[config.mk]
export PLATFORM = sky130hd
export DESIGN_NAME = pipe_id_operands_flat
export DESIGN_NICKNAME = d
export VERILOG_FILES = /design/src/rtl/pipe_id_operands_pkg.sv /design/src/rtl/pipe_id_operands_if.sv /design/src/rtl/pipe_id_operands_regfile_2r1w.sv /design/src/rtl/pipe_id_operands.sv /design/src/flat_wrapper.sv
export SDC_FILE = /design/constraint.sdc
export NUM_CORES = 2
export LEC_CHECK = 0
export ABC_AREA = 0
export CORE_ASPECT_RATIO = 1.75
export CORE_MARGIN = 3
export CORE_UTILIZATION = 39
export DETAILED_ROUTE_END_ITERATION = 12
export RECOVER_POWER = 50
export SLEW_MARGIN = 20
export SYNTH_ARGS = -nofsm -noshare
export SYNTH_HDL_FRONTEND = slang
export SYNTH_SLANG_ARGS = --single-unit
export TNS_END_PERCENT = 100
[constraint.sdc]
create_clock -name clk -period 68.7 [get_ports clk]
set_clock_uncertainty 0.15 [all_clocks]
set_input_delay 6.87 -clock clk [delete_from_list [all_inputs] [get_ports clk]]
set_output_delay 6.87 -clock clk [all_outputs]
set_load 0.03 [all_outputs]
[src/rtl/pipe_id_operands_pkg.sv]
// Shared definitions for the decode-stage operand block: forwarding select
// encodings and the hard-wired zero register index.
package pipe_id_operands_pkg;

  typedef enum logic [1:0] {
    FWD_ARRAY = 2'd0,
    FWD_EX    = 2'd1,
    FWD_MEM   = 2'd2,
    FWD_WB    = 2'd3
  } fwd_sel_e;

  localparam logic [4:0] REG_ZERO = 5'd0;
  localparam int         FWD_W    = 2;

endpackage

[src/rtl/pipe_id_operands_if.sv]
// Bundle of the ID-stage operand request, pipeline producer taps and the
// resolved operand/hazard results exchanged with pipe_id_operands.
interface pipe_id_operands_if #(
  parameter int DW = 32,
  parameter int AW = 5
);

  logic [AW-1:0] IDrs;
  logic [AW-1:0] IDrt;
  logic          IDusesRs;
  logic          IDusesRt;

  logic          EXwreg;
  logic          EXm2reg;
  logic [AW-1:0] EXwn;
  logic [DW-1:0] EXaluResult;

  logic          MEMwreg;
  logic          MEMm2reg;
  logic [AW-1:0] MEMwn;
  logic [DW-1:0] MEMaluResult;
  logic [DW-1:0] MEMmemOut;

  logic          WBwreg;
  logic [AW-1:0] WBwn;
  logic [DW-1:0] WBdata;

  logic [DW-1:0] IDa;
  logic [DW-1:0] IDb;
  logic [1:0]    fwda;
  logic [1:0]    fwdb;
  logic          stall;

  // The pipeline side drives requests and producer state, the operand block answers.
  modport master (
    output IDrs, IDrt, IDusesRs, IDusesRt,
    output EXwreg, EXm2reg, EXwn, EXaluResult,
    output MEMwreg, MEMm2reg, MEMwn, MEMaluResult, MEMmemOut,
    output WBwreg, WBwn, WBdata,
    input  IDa, IDb, fwda, fwdb, stall
  );

  modport slave (
    input  IDrs, IDrt, IDusesRs, IDusesRt,
    input  EXwreg, EXm2reg, EXwn, EXaluResult,
    input  MEMwreg, MEMm2reg, MEMwn, MEMaluResult, MEMmemOut,
    input  WBwreg, WBwn, WBdata,
    output IDa, IDb, fwda, fwdb, stall
  );

endinterface

[src/rtl/pipe_id_operands_regfile_2r1w.sv]
// General register array: two combinational read ports, one write port,
// asynchronous clear, r0 hard-wired to zero.
module regfile_2r1w
  import pipe_id_operands_pkg::*;
#(
  parameter int DW = 32,
  parameter int AW = 5
) (
  input  logic          clk,
  input  logic          clr,
  input  logic          we,
  input  logic [AW-1:0] wn,
  input  logic [DW-1:0] wd,
  input  logic [AW-1:0] ra,
  input  logic [AW-1:0] rb,
  output logic [DW-1:0] qa,
  output logic [DW-1:0] qb
);

  localparam int NREG = 1 << AW;

  logic [DW-1:0] regs [NREG];

  // Writes aimed at r0 are dropped so the array never holds a nonzero r0.
  always_ff @(posedge clk or posedge clr) begin
    if (clr) begin
      for (int i = 0; i < NREG; i++) begin
        regs[i] <= '0;
      end
    end else if (we && (wn != AW'(REG_ZERO))) begin
      regs[wn] <= wd;
    end
  end

  assign qa = (ra == AW'(REG_ZERO)) ? '0 : regs[ra];
  assign qb = (rb == AW'(REG_ZERO)) ? '0 : regs[rb];

endmodule

[src/rtl/pipe_id_operands.sv]
// Decode-stage operand source: register array plus EX/MEM/WB forwarding
// and load-use hazard detection.
module pipe_id_operands
  import pipe_id_operands_pkg::*;
#(
  parameter int DW = 32,
  parameter int AW = 5
) (
  input  logic clk,
  input  logic clr,
  pipe_id_operands_if.slave bus
);

  logic [DW-1:0] arrA;
  logic [DW-1:0] arrB;
  logic [DW-1:0] memFwd;
  logic [DW-1:0] opA;
  logic [DW-1:0] opB;
  fwd_sel_e      selA;
  fwd_sel_e      selB;
  logic          hazard;

  regfile_2r1w #(
    .DW(DW),
    .AW(AW)
  ) u_regs (
    .clk(clk),
    .clr(clr),
    .we (bus.WBwreg),
    .wn (bus.WBwn),
    .wd (bus.WBdata),
    .ra (bus.IDrs),
    .rb (bus.IDrt),
    .qa (arrA),
    .qb (arrB)
  );

  // Youngest producer wins: EX, then MEM, then the write-back in flight.
  function automatic fwd_sel_e pickSource(
    input logic [AW-1:0] idx,
    input logic          exW,
    input logic [AW-1:0] exN,
    input logic          memW,
    input logic [AW-1:0] memN,
    input logic          wbW,
    input logic [AW-1:0] wbN
  );
    fwd_sel_e sel;
    sel = FWD_ARRAY;
    if (idx == AW'(REG_ZERO)) begin
      sel = FWD_ARRAY;
    end else if (exW && (exN == idx)) begin
      sel = FWD_EX;
    end else if (memW && (memN == idx)) begin
      sel = FWD_MEM;
    end else if (wbW && (wbN == idx)) begin
      sel = FWD_WB;
    end
    return sel;
  endfunction

  function automatic logic [DW-1:0] muxOperand(
    input fwd_sel_e      sel,
    input logic [DW-1:0] arr,
    input logic [DW-1:0] exVal,
    input logic [DW-1:0] memVal,
    input logic [DW-1:0] wbVal
  );
    logic [DW-1:0] val;
    case (sel)
      FWD_EX:  val = exVal;
      FWD_MEM: val = memVal;
      FWD_WB:  val = wbVal;
      default: val = arr;
    endcase
    return val;
  endfunction

  assign memFwd = bus.MEMm2reg ? bus.MEMmemOut : bus.MEMaluResult;

  always_comb begin
    selA = pickSource(bus.IDrs, bus.EXwreg, bus.EXwn, bus.MEMwreg, bus.MEMwn,
                      bus.WBwreg, bus.WBwn);
    selB = pickSource(bus.IDrt, bus.EXwreg, bus.EXwn, bus.MEMwreg, bus.MEMwn,
                      bus.WBwreg, bus.WBwn);
    opA  = muxOperand(selA, arrA, bus.EXaluResult, memFwd, bus.WBdata);
    opB  = muxOperand(selB, arrB, bus.EXaluResult, memFwd, bus.WBdata);
  end

  // Only a load still in EX stalls; a load in MEM is covered by forwarding MEMmemOut.
  always_comb begin
    hazard = bus.EXwreg && bus.EXm2reg && (bus.EXwn != AW'(REG_ZERO)) &&
             ((bus.IDusesRs && (bus.EXwn == bus.IDrs)) ||
              (bus.IDusesRt && (bus.EXwn == bus.IDrt)));
  end

  // Outputs are forced quiet while clear is held, whatever the pipeline presents.
  assign bus.IDa   = clr ? '0 : opA;
  assign bus.IDb   = clr ? '0 : opB;
  assign bus.fwda  = clr ? FWD_ARRAY : selA;
  assign bus.fwdb  = clr ? FWD_ARRAY : selB;
  assign bus.stall = !clr && hazard;

endmodule

[src/flat_wrapper.sv]
// flat-port wrapper written by rule: the top's interface ports become plain ports
module pipe_id_operands_flat import pipe_id_operands_pkg::*;
#(
  parameter int DW = 32,
  parameter int AW = 5
)
  (clk, clr, bus_IDrs, bus_IDrt, bus_IDusesRs, bus_IDusesRt, bus_EXwreg, bus_EXm2reg, bus_EXwn, bus_EXaluResult, bus_MEMwreg, bus_MEMm2reg, bus_MEMwn, bus_MEMaluResult, bus_MEMmemOut, bus_WBwreg, bus_WBwn, bus_WBdata, bus_IDa, bus_IDb, bus_fwda, bus_fwdb, bus_stall);
  pipe_id_operands_if #(.DW(DW), .AW(AW)) bus_i ();
  input  logic clk;
  input  logic clr;
  input wire logic [$bits(bus_i.IDrs)-1:0] bus_IDrs;
  input wire logic [$bits(bus_i.IDrt)-1:0] bus_IDrt;
  input wire logic [$bits(bus_i.IDusesRs)-1:0] bus_IDusesRs;
  input wire logic [$bits(bus_i.IDusesRt)-1:0] bus_IDusesRt;
  input wire logic [$bits(bus_i.EXwreg)-1:0] bus_EXwreg;
  input wire logic [$bits(bus_i.EXm2reg)-1:0] bus_EXm2reg;
  input wire logic [$bits(bus_i.EXwn)-1:0] bus_EXwn;
  input wire logic [$bits(bus_i.EXaluResult)-1:0] bus_EXaluResult;
  input wire logic [$bits(bus_i.MEMwreg)-1:0] bus_MEMwreg;
  input wire logic [$bits(bus_i.MEMm2reg)-1:0] bus_MEMm2reg;
  input wire logic [$bits(bus_i.MEMwn)-1:0] bus_MEMwn;
  input wire logic [$bits(bus_i.MEMaluResult)-1:0] bus_MEMaluResult;
  input wire logic [$bits(bus_i.MEMmemOut)-1:0] bus_MEMmemOut;
  input wire logic [$bits(bus_i.WBwreg)-1:0] bus_WBwreg;
  input wire logic [$bits(bus_i.WBwn)-1:0] bus_WBwn;
  input wire logic [$bits(bus_i.WBdata)-1:0] bus_WBdata;
  output wire logic [$bits(bus_i.IDa)-1:0] bus_IDa;
  output wire logic [$bits(bus_i.IDb)-1:0] bus_IDb;
  output wire logic [$bits(bus_i.fwda)-1:0] bus_fwda;
  output wire logic [$bits(bus_i.fwdb)-1:0] bus_fwdb;
  output wire logic [$bits(bus_i.stall)-1:0] bus_stall;
  assign bus_i.IDrs = bus_IDrs;
  assign bus_i.IDrt = bus_IDrt;
  assign bus_i.IDusesRs = bus_IDusesRs;
  assign bus_i.IDusesRt = bus_IDusesRt;
  assign bus_i.EXwreg = bus_EXwreg;
  assign bus_i.EXm2reg = bus_EXm2reg;
  assign bus_i.EXwn = bus_EXwn;
  assign bus_i.EXaluResult = bus_EXaluResult;
  assign bus_i.MEMwreg = bus_MEMwreg;
  assign bus_i.MEMm2reg = bus_MEMm2reg;
  assign bus_i.MEMwn = bus_MEMwn;
  assign bus_i.MEMaluResult = bus_MEMaluResult;
  assign bus_i.MEMmemOut = bus_MEMmemOut;
  assign bus_i.WBwreg = bus_WBwreg;
  assign bus_i.WBwn = bus_WBwn;
  assign bus_i.WBdata = bus_WBdata;
  assign bus_IDa = bus_i.IDa;
  assign bus_IDb = bus_i.IDb;
  assign bus_fwda = bus_i.fwda;
  assign bus_fwdb = bus_i.fwdb;
  assign bus_stall = bus_i.stall;
  pipe_id_operands #(.DW(DW), .AW(AW)) u_core (.clk(clk), .clr(clr), .bus(bus_i));
endmodule
* Word-level counts from Yosys, hierarchy flattened
Cells that the tools add are included.
** Storage, ports and cells
- Output and inout port bits :: 69
- Register bits :: 1024
- Logic and storage cells :: 97
** Operators by class
- Multiplexer cells :: 26
- Equality and inequality tests :: 12
- Bitwise logic cells :: 3
- $lt $le $gt $ge :: 4
- Reduce and logical (&&, ||, !) cells :: 20
** Operator list (count)
- bitwise mux 1024 bit :: 1
- binary-select mux 32 bit (select 5 bit) :: 2
- 2-to-1 mux 32 bit :: 10
- case mux 32 bit (3 select lines) :: 2
- demux 32 bit (select 5 bit) :: 1
- == test 5 bit :: 6
- 2-to-1 mux 2 bit :: 10
- >= comparator 6 bit, second input constant :: 3
- NOT 5 -> 6 bit :: 3
- logical AND 1 bit :: 14
- logical NOT 5 bit :: 2
- nonzero test 5 bit :: 2
- == test 2 bit, second input constant :: 4
- < comparator 6 x 1 -> 1 bit, second input constant :: 1
- == test 2 x 1 -> 1 bit, second input constant :: 2
- logical NOT 1 bit :: 1
- logical OR 1 bit :: 1

* Depth between registers and ports, before layout
- Depth after elaboration :: 9
- Mapped depth :: 9
- Depth with buffers taken out :: 5

* Modules after synthesis
From an unflattened synthesis, not the netlist that was laid out.
** Second synthesis, totals
- Cells, all modules :: 4060
- Area total of the unflattened synthesis :: 58325.9 µm²
** Modules (own cells, without submodules)
- regfile_2r1w :: area an instance 54772.5 µm², times used 1, cells an instance 3614
- pipe_id_operands :: area an instance 3553.4 µm², times used 1, cells an instance 446

* Worst setup path before layout
Ideal clock, no wire load.
- Path kind :: input to output
- From :: input clr
- To :: output bus_IDa[0]
- Cell stages on the path :: 7
- Data required time :: 61.680 ns
- Arrival time :: 32.356 ns
- Path slack :: 29.324 ns
- Cells stage by stage :: clkbuf_1 > inv_1 > o21ai_1 > or4_1 > clkbuf_1 > buf_2 > o32ai_1
** On the way
- Longest elaborated chain between the ends :: 1
** RTL lines
- start, declared :: RTL line flat_wrapper.sv:10 : input logic clr;
- 2-to-1 mux 32 bit :: RTL line pipe_id_operands.sv:98 : assign bus.IDa = clr ? '0 : opA;
- end, declared :: RTL line flat_wrapper.sv:27 : output wire logic [$bits(bus_i.IDa)-1:0] bus_IDa;
Every way passes these cells.

* Worst setup path in the final report
- From :: input clr
- To :: output bus_IDa[4]
The elaborated chain is that of the path after synthesis.

==> impl_metrics.yaml <==
clock_network:
  insertion_delay_ns: 0.71
  post_cts_buffers: 0
  hold_buffers: 0
  cts-resized-gates: 0
  cts_buffer_depth: 3
  clockRootBuffer: "clkbuf_16"
  cts_made_buffers: 99
  cts.clk_slew.worst_paths_ns: 0.06
  htreeDepth: 3
  cts.sinks: 1024
  cts_tree: "done"
pwr:
  ir_worst_vdd_mv: 0.0186
  p_sw_frac: 0.281
  p_per_area_nw_per_um2: 27.4
  sequentialPowerShare: 0.456
  p_comb_frac: 0.223
  power_switching_w: 0.000494
  internal_power_w: 0.00127
  clockPowerShare: 0.321
  p_leak_nw: 27.0
synthesis:
  ys_types: 48
  seq_area_frac_synth: 0.446
  yosys.area.top_type: "dfrtp_1"
  synth_area_per_cell_um2: 14.3
  async_reset_ff_frac: 1.00
  syn_inst: 4001
  netlist.area_leader.share: 0.446
  synth_area_leaders: "dfrtp_1, mux2_2, mux4_2, mux2i_1, clkbuf_1"
  dominantRegCellSynth: "dfrtp_1"
  yosys_warnings: 0
  netlist_area_um2: 57400
  synth_seq_cells: 1024
  synth_fp_nets: 4163
  synth-edff-count: 0
global_route:
  grt_pass1_vias: 40400
  grt-ovfl-total: 0
  grt_first_pass_wirelength_um: 279000
  track_usage: 0.251
  antenna_found_initial: 8
  grt_max_degree: 177
drt:
  drcViolationCount: 0
  drtPass1Iterations: 5
  wl_per_cell_um: 32.3
  dr_total_vias: 37700
  detail-route-antenna-nets: 0
  via_per_inst: 6.39
  drt_iter0_drc: 3094
  wl_um: 191000
setup_path:
  cp_data_required_time_ns: 61.68
  cp_max_fo: 71
  timing.rr.end: "u_core.u_regs.regs[854]$_DFFE_PP0P_"
  reg2reg_depth: 1
  rr_startpoint: "u_core.u_regs.regs[854]$_DFFE_PP0P_"
  rrSetupSlack_ns: 67.75
  cp.arrival_ns: 16.89
  cp-end-kind: "output port"
  critPathLaunchType: "input port"
  critical_path_class: "in2out"
timing:
  period_needed_ns: 23.91
  fmax_ghz: 0.0418
  finalSetupViolCount: 0
  slew_viol_final: 1119
  setup_tns_ns: 0
  finalWorstSetupSlack_ns: 44.79
  slew_headroom: -4.91
  max_slew.worst_pin.slew_ns: 8.87
  finalCritPeriodShare: 0.348
  hold_viol_final: 0
  rsz0062_at_grt: "no"
layout:
  drive_gt1_frac: 0.463
  final_core_util: 0.440
  nNetsFinal: 4116
  num-fill-cells: 13200
  design_area_um2: 64100
  largestRegisters: "u_core.u_regs.regs x1024"
  largest_reg_flops: 1024
  layout_commonest_cell: "mux2_2"
  final_cell_mix: "mux2_2, dfrtp_1, mux4_2"
  regMostFlops: "u_core.u_regs.regs"
  area_delta_synth_final_pct: 11.7
run_status:
  violations: "capacitance limit, slew limit"
  status: "complete, but fails checks"
hold_path:
  min_to: "u_core.u_regs.regs[998]$_DFFE_PP0P_"
  min_path_type: "reg2reg"
  worstHoldStart: "u_core.u_regs.regs[998]$_DFFE_PP0P_"
  min_path_cells: 0
run:
  drv_cap: 31
die:
  die_w_um: 296
  die_area_um2: 152000
  die_h_um: 514
  row_count: 185
  coreArea_um2: 146000
  initial_core_util: 0.394
  ios: 231
place:
  port_buffers: 230
  place_ws_ns: 49.70
  place_area_um2: 61100
  gp_congestion: 0.783
  dp_hpwl_um: 109000
-- critical path: stages --
cell             delay [ns]
buf_2                  0.07
clkbuf_1               2.73
clkinvlp_2             4.29
o21ai_1                1.18
or4_4                  0.75
o32ai_1                0.19
clkdlybuf4s50_1        0.66
-- cell usage after synthesis, types with 2 or more instances --
cell type	count
mux2_2	1056
dfrtp_1	1024
mux4_2	448
mux2i_1	288
clkbuf_1	260
buf_2	116
a21oi_1	64
buf_1	64
o22ai_1	64
nor2_1	58
nand2_1	51
nand3_1	40
nor2b_1	36
a221oi_1	34
inv_1	34
a211oi_1	33
buf_4	33
o21ai_0	33
a221o_1	32
a22oi_1	32
a31o_2	32
o311ai_0	32
o32ai_1	32
a221oi_2	30
xor2_1	20
xnor2_1	10
nand3b_1	5
and2_1	4
and3_1	4
buf_6	4
nor3_1	4
nor3b_1	4
or4_1	4
nand4_1	2
-- cells by family (layout without fill, tap and decap cells) --
kind of cell,count (synthesis),count (layout),synth area share
xor gates and xnor gates,30,30,0.00458
and+or+nand+nor,221,221,0.0193
DFF,1024,1024,0.446
AOI/OAI and AO/OA,423,423,0.0581
other,0,3,0
muxes,1792,1792,0.433
buffers and inverters,511,542,0.0386
-- stage by stage --
step	power (W)	hold WS (ns)	std cells
2_1_floorplan	0.00109	0.295	4001
3_3_place_gp	0.00119	0.230	5720
3_5_place_dp	0.00121	0.236	5721
4_1_cts	0.00177	0.250	5900
5_1_grt	0.00184	0.256	5904
6_report	0.00176	0.251	5905
-- power groups by stage --
stage,registers [W],clock network (W),logic [W]
after global routing,0.000816,0.000600,0.000421
after detailed placement,0.000811,0,0.000394
after global placement,0.000805,0,0.000387
after CTS,0.000800,0.000577,0.000396
final,0.000802,0.000565,0.000393
after floorplan,0.000783,0,0.000306
-- area by class of cell --
class / instances / area (µm²) / area share
multi-input combinational: 2466 / 29800 / 0.464
inverter: 34 / 129 / 0.00201
sequential: 1024 / 25600 / 0.400
timing repair buffer: 329 / 3000 / 0.0468
tap: 1870 / 2340 / 0.0365
antenna: 3 / 7.51 / 0.000117
clock inverter: 38 / 449 / 0.00701
clock buffer: 141 / 2820 / 0.0439
-- worst max-delay path by stage --
stage | slack, ns | to | start | depth (start not counted)
floorplan | 29.32 | bus_IDa[0] | clr | 7
global placement | 49.68 | bus_IDa[25] | bus_IDrs[0] | 10
detailed placement | 49.70 | bus_IDa[25] | bus_IDrs[0] | 10
CTS | 49.67 | bus_IDa[25] | bus_IDrs[0] | 10
global route | 44.16 | bus_IDa[4] | clr | 7
finish | 44.79 | bus_IDa[4] | clr | 7
-- metal layers --
layer | wire [µm] | track usage
met1 | 73500 | 0.305
met5 | 7 | 0
met4 | 7930 | 0.0917
met3 | 12000 | 0.0456
met2 | 97200 | 0.442
Power figures use the tool's default switching activity.
